==> config.mk <==
export PLATFORM = sky130hd
export DESIGN_NAME = mem_arbiter
export DESIGN_NICKNAME = d
export VERILOG_FILES = /design/src/rtl/mem_arbiter.sv
export SDC_FILE = /design/constraint.sdc
export NUM_CORES = 1
export LEC_CHECK = 0
export ABC_CLOCK_PERIOD_IN_PS = 5200
export CAP_MARGIN = 20
export CORE_AREA = 2 2 105 107
export CTS_CLUSTER_DIAMETER = 30
export DETAILED_ROUTE_END_ITERATION = 10
export DIE_AREA = 0 0 107 109
export DONT_BUFFER_PORTS = 1
export SYNTH_ARGS = -nofsm -noshare
export SYNTH_HDL_FRONTEND = slang
export SYNTH_SLANG_ARGS = --single-unit
==> constraint.sdc <==
create_clock -name CLK -period 5.2 [get_ports CLK]
set_input_delay 1.04 -clock CLK [delete_from_list [all_inputs] [get_ports CLK]]
set_output_delay 1.04 -clock CLK [all_outputs]
set_load 0.05 [all_outputs]
==> src/rtl/mem_arbiter.sv <==
// mem_arbiter: shares one single-port RAM between instruction fetch and data access.
// Data requests win arbitration, but a streak counter forces an instruction grant
// after MAX_DSTREAK consecutive data completions while a fetch is waiting.
// RAM ERROR responses re-drive the access up to RETRY_MAX times before flagging err.
module mem_arbiter #(
  parameter int unsigned MAX_DSTREAK = 4,
  parameter int unsigned RETRY_MAX   = 3
) (
  input  logic        CLK,
  input  logic        RST,
  input  logic        halt,
  input  logic        iREN,
  input  logic [31:0] iaddr,
  output logic [31:0] iload,
  output logic        iwait,
  input  logic        dREN,
  input  logic        dWEN,
  input  logic [31:0] daddr,
  input  logic [31:0] dstore,
  output logic [31:0] dload,
  output logic        dwait,
  output logic        ramREN,
  output logic        ramWEN,
  output logic [31:0] ramaddr,
  output logic [31:0] ramstore,
  input  logic [31:0] ramload,
  input  logic [1:0]  ramstate,
  output logic        err
);

  localparam int unsigned STREAK_W = 3;
  localparam int unsigned RETRY_W  = 2;

  localparam logic [1:0] IDLE   = 2'd0;
  localparam logic [1:0] IGRANT = 2'd1;
  localparam logic [1:0] DGRANT = 2'd2;

  localparam logic [1:0] RAM_FREE   = 2'd0;
  localparam logic [1:0] RAM_BUSY   = 2'd1;
  localparam logic [1:0] RAM_ACCESS = 2'd2;
  localparam logic [1:0] RAM_ERROR  = 2'd3;

  localparam logic [STREAK_W-1:0] STREAK_LIMIT = STREAK_W'(MAX_DSTREAK);
  localparam logic [STREAK_W-1:0] STREAK_SAT   = '1;
  localparam logic [RETRY_W-1:0]  RETRY_LIMIT  = RETRY_W'(RETRY_MAX);

  logic [1:0]          state, state_next;
  logic [STREAK_W-1:0] dstreak, dstreak_next;
  logic [RETRY_W-1:0]  retries, retries_next;
  logic                err_next;
  logic                d_req;
  logic                req_live;
  logic                done;

  // A write wins when both dREN and dWEN are raised
  assign d_req = dREN | dWEN;

  // State and bookkeeping registers with synchronous reset
  always_ff @(posedge CLK) begin
    if (RST) begin
      state   <= IDLE;
      dstreak <= '0;
      retries <= '0;
      err     <= 1'b0;
    end else begin
      state   <= state_next;
      dstreak <= dstreak_next;
      retries <= retries_next;
      err     <= err_next;
    end
  end

  // Arbitration, RAM drive, completion, retry and streak next-state logic
  always_comb begin
    state_next   = state;
    dstreak_next = dstreak;
    retries_next = retries;
    err_next     = err;
    ramREN       = 1'b0;
    ramWEN       = 1'b0;
    ramaddr      = '0;
    ramstore     = '0;
    iwait        = 1'b1;
    dwait        = 1'b1;
    iload        = '0;
    dload        = '0;
    req_live     = 1'b0;
    done         = 1'b0;

    case (state)
      IDLE: begin
        if (iREN && !halt && (!d_req || dstreak >= STREAK_LIMIT)) begin
          state_next = IGRANT;
        end else if (d_req) begin
          state_next = DGRANT;
        end
      end
      IGRANT: begin
        req_live = iREN;
        ramaddr  = iaddr;
        ramREN   = iREN;
      end
      DGRANT: begin
        req_live = d_req;
        ramaddr  = daddr;
        if (dWEN) begin
          ramWEN   = 1'b1;
          ramstore = dstore;
        end else begin
          ramREN = dREN;
        end
      end
      default: state_next = IDLE;
    endcase

    // Grant states: a dropped request abandons the access without completion
    if (state == IGRANT || state == DGRANT) begin
      if (!req_live) begin
        state_next   = IDLE;
        retries_next = '0;
      end else begin
        case (ramstate)
          RAM_ACCESS: done = 1'b1;
          RAM_ERROR: begin
            if (retries == RETRY_LIMIT) begin
              err_next = 1'b1;
              done     = 1'b1;
            end else begin
              retries_next = retries + RETRY_W'(1);
            end
          end
          RAM_FREE, RAM_BUSY: ;
        endcase
      end

      if (done) begin
        state_next   = IDLE;
        retries_next = '0;
        if (state == IGRANT) begin
          iwait = 1'b0;
          iload = ramload;
        end else begin
          dwait = 1'b0;
          dload = ramload;
        end
      end
    end

    // Streak counts data completions only while a fetch is pending
    if (!iREN) begin
      dstreak_next = '0;
    end else if (done && state == IGRANT) begin
      dstreak_next = '0;
    end else if (done && state == DGRANT && dstreak != STREAK_SAT) begin
      dstreak_next = dstreak + STREAK_W'(1);
    end
  end

endmodule

==> summary.txt <==
Floorplanning
  – Die Span X: between 100 and 150 um
  – Effective utilization at floorplan: 15.2%
  – CORE AREA: roughly 0.011 mm2
  – FP Rows: 38
  – Die ar.: around 0.012 mm2
  – DIE HEIGHT: between 100 and 150 um
  – I/O Pins: between 200 and 300

Critical path
  – Worst Path Arrival: ~3.0 ns
  – Worst-path fanout max: between 60 and 70
  – CP startpoint kind: flop
  – Launch point of the worst path: state[0]$_SDFF_PP0_
  – Critical R2R Launch: state[0]$_SDFF_PP0_
  – Crit path largest cell delay: just under 0.9 ns
  – FF-to-FF setup slack: between 2 and 3 ns
  – Worst EP required: around 4.2 ns
  – Crit Path Category: reg -> out
  – Top delay family on crit path: compound AO/OA/AOI/OAI gates
  – FF-to-FF End: dstreak[2]$_SDFFE_PP0P_
  – R2R depth: 7
  – Crit path depth: 6
  – Crit path capture type: output port
  – CP endpoint: dload[5]
  – Critical path, cell by cell: inv_1 -> ha_2 -> buf_4 -> o21ai_4 -> a211oi_4 -> and3_1
  – Slowest CP cell: a211oi_4
  – Buf/Inv on CP: 2

STA
  – Endpoints failing setup: 0
  – Setup Skew: 0.00284 ns
  – Min Tclk post-route: ~4.1 ns
  – Highest clock rate: ~250 MHz
  – Slew Limit Fails: 0
  – TNS Setup: 0 ns
  – Final Cycle Share: between 70% and 80%
  – Slew HR: between 30% and 40%
  – RSZ-0062 raised after global routing: false
  – Worst slew pin tran: around 1.0 ns
  – Hold Violations, Final: 0

Routing
  – Drt wl/cell: around 17 um
  – DR iter-0 viols: 54
  – Vias: around 1900
  – Drt pass-1 iters: 6
  – # DRC: 0
  – DRT antenna net count: 0
  – Vias per Instance: between 5 and 6
  – Routed WL: between 6 and 7 mm

Global route
  – Total grt overflow: 0
  – Largest net degree at the start of global routing: 70
  – Initial antenna violation count: 2
  – First-pass GRT wire length: ~8.2 mm
  – Vias in the first global route: ~1700
  – GRT Util Overall: under 10%

Pwr
  – Reg power frac: between 10% and 20%
  – Overall Power: just over 400 uW
  – Pwr dens: ~230 mW/mm2
  – Worst ir drop on vdd: 0.0725 mV
  – LEAKAGE: ~0.0008 uW
  – Combinational share of power: between 60% and 70%
  – Pint: ~160 uW
  – Switching part of the total: roughly 61%
  – Clock power frac: between 10% and 20%
  – Switch Pwr: ~250 uW

Clocking
  – Post-CTS Repair Setup Buffers: 0
  – Worst-path clk slew: around 0.040 ns
  – Clk sinks: 8
  – Root buf cell: clkbuf_8
  – Clock Path Buffers: 2
  – CTS tree: done
  – Total CTS buffers: 3
  – Worst-Skew Late Latency: ~0.23 ns
  – Hold Buf Count CTS: 0
  – H-Tree Depth: 1
  – Post_cts resized: 0

Place
  – Port bufs: 0
  – Placed cell count: 369
  – Placed Area: 0.00171 mm2
  – Dpl hpwl: approximately 5.2 mm
  – Gp weighted congestion: approximately 0.8

Yosys
  – Synthesized instance count: about 250
  – Post-Syn Area: about 0.0016 mm2
  – Post-synth ARST share: 0%
  – Synthesized Nets: roughly 390
  – Synth Register Bits: 8
  – Top area cells in the synthesized netlist: and3_1, a22oi_1, and2_1
  – Share of the synthesized area in the top cell type: between 20% and 30%
  – Cell variety after synth: 30
  – Most frequent cell after synthesis: and3_1
  – Synth Flop Type: dfxtp_1
  – Register area share after synthesis: 9.91%
  – EDFF count, synth: 0
  – Cell accounting for the most synthesized area: and3_1
  – Synth top cells by count: and3_1, nor2_1, and2_1, a22oi_1, clkbuf_1
  – Synth warnings: 0
  – Mean area per synthesized cell: ~6.4 um2

Finish
  – Fillers: 1213
  – Post-route cell area: ~0.0018 mm2
  – Layout cells sized above 1: between 4 and 5%
  – Sequential cell area: 160 um2
  – Synth-to-Final Area Change: 9.61%
  – Multi-input gate area: between 0.001 and 0.0015 mm2
  – Final nets: roughly 380
  – Finished Layout Cells: 375

Job
  – Max cap viols: 0

Run status
  – Status: finished clean

Hold path
  – Hold Path Class: reg -> reg
[sequential cells by signal, summed over array words and instances, names as in the netlist]
register,flops
dstreak,3
err,1
retries,2
state,2
[power by group through the flow]
stage | Sequential (uW) | Combinational, uW | Clock (uW)
2_1_floorplan | 66.4 | 251 | 0
3_3_place_gp | 66.6 | 263 | 0
3_5_place_dp | 66.8 | 268 | 0
4_1_cts | 65.8 | 269 | 76.1
5_1_grt | 66.0 | 288 | 78.4
6_report | 65.9 | 268 | 74.2
[routing by layer]
metal	global-route usage [%]	share of wire, %
met1	8.74	35
met2	17.8	53
met3	2.27	9.7
met4	4.17	2.6
met5	0	0
[worst min-delay path by stage]
stage	start	to	slack, ns	cells past startpoint
floorplan	retries[0]$_SDFFE_PP0P_	retries[0]$_SDFFE_PP0P_	0.44	1
global placement	retries[0]$_SDFFE_PP0P_	retries[0]$_SDFFE_PP0P_	0.46	1
detailed placement	retries[0]$_SDFFE_PP0P_	retries[0]$_SDFFE_PP0P_	0.47	1
CTS	retries[1]$_SDFFE_PP0P_	retries[1]$_SDFFE_PP0P_	0.49	2
global route	retries[1]$_SDFFE_PP0P_	retries[1]$_SDFFE_PP0P_	0.50	2
finish	retries[1]$_SDFFE_PP0P_	retries[1]$_SDFFE_PP0P_	0.48	2
[cells in the final DEF, fill, tap and decap left out]
cell and instances:
a2111oi_4 1, a211o_1 1, a211oi_1 1, a211oi_4 1, a21oi_1 10, a22oi_1 32
a2bb2oi_1 1, a311oi_1 1, a31oi_1 1, and2_1 33, and2b_1 1, and3_1 64
buf_4 3, buf_6 1, clkbuf_8 3, clkinv_1 1, dfxtp_1 8, diode_2 2
ha_1 5, ha_2 1, inv_1 9, nand2_1 2, nand2b_1 1, nand3_1 3
nand3b_1 1, nor2_1 38, nor2b_1 1, o2111ai_1 1, o21ai_0 5, o21ai_4 1
or3_1 2
[cell families (layout without fill, tap and decap cells)]
family | count (synthesis) | in the layout | synth area share (%)
fa+ha+maj | 6 | 6 | 4.65
compound gates | 56 | 56 | 26.5
buf+inv | 36 | 17 | 8.67
flops | 8 | 8 | 9.91
simple gates | 146 | 146 | 50.3
other cells | 0 | 2 | 0
[worst min-delay path: cells and delay by family, from the launching register on]
kind,cells,cell delay (ns)
flops,1,0.30
compound gates,2,0.14
[stage by stage]
stage | util, % | worst slack [ns] | hold slack [ns]
after floorplan | - | 1.86 | 0.439
after global routing | 16.7 | 0.912 | 0.500
after CTS | 16.5 | 0.906 | 0.487
after detailed placement | 16.2 | 1.15 | 0.473
after global placement | 16.2 | 1.30 | 0.459
final | 16.7 | 1.14 | 0.483
[area by class of cell]
class / count / area share, %
antenna: 2 / 0.283
clock buffer: 3 / 2.33
inverter: 10 / 2.12
multi-input combinational: 208 / 74.4
sequential: 8 / 9.05
tap: 140 / 9.89
timing repair buffer: 4 / 1.91
(Power assumes the default switching activity.)
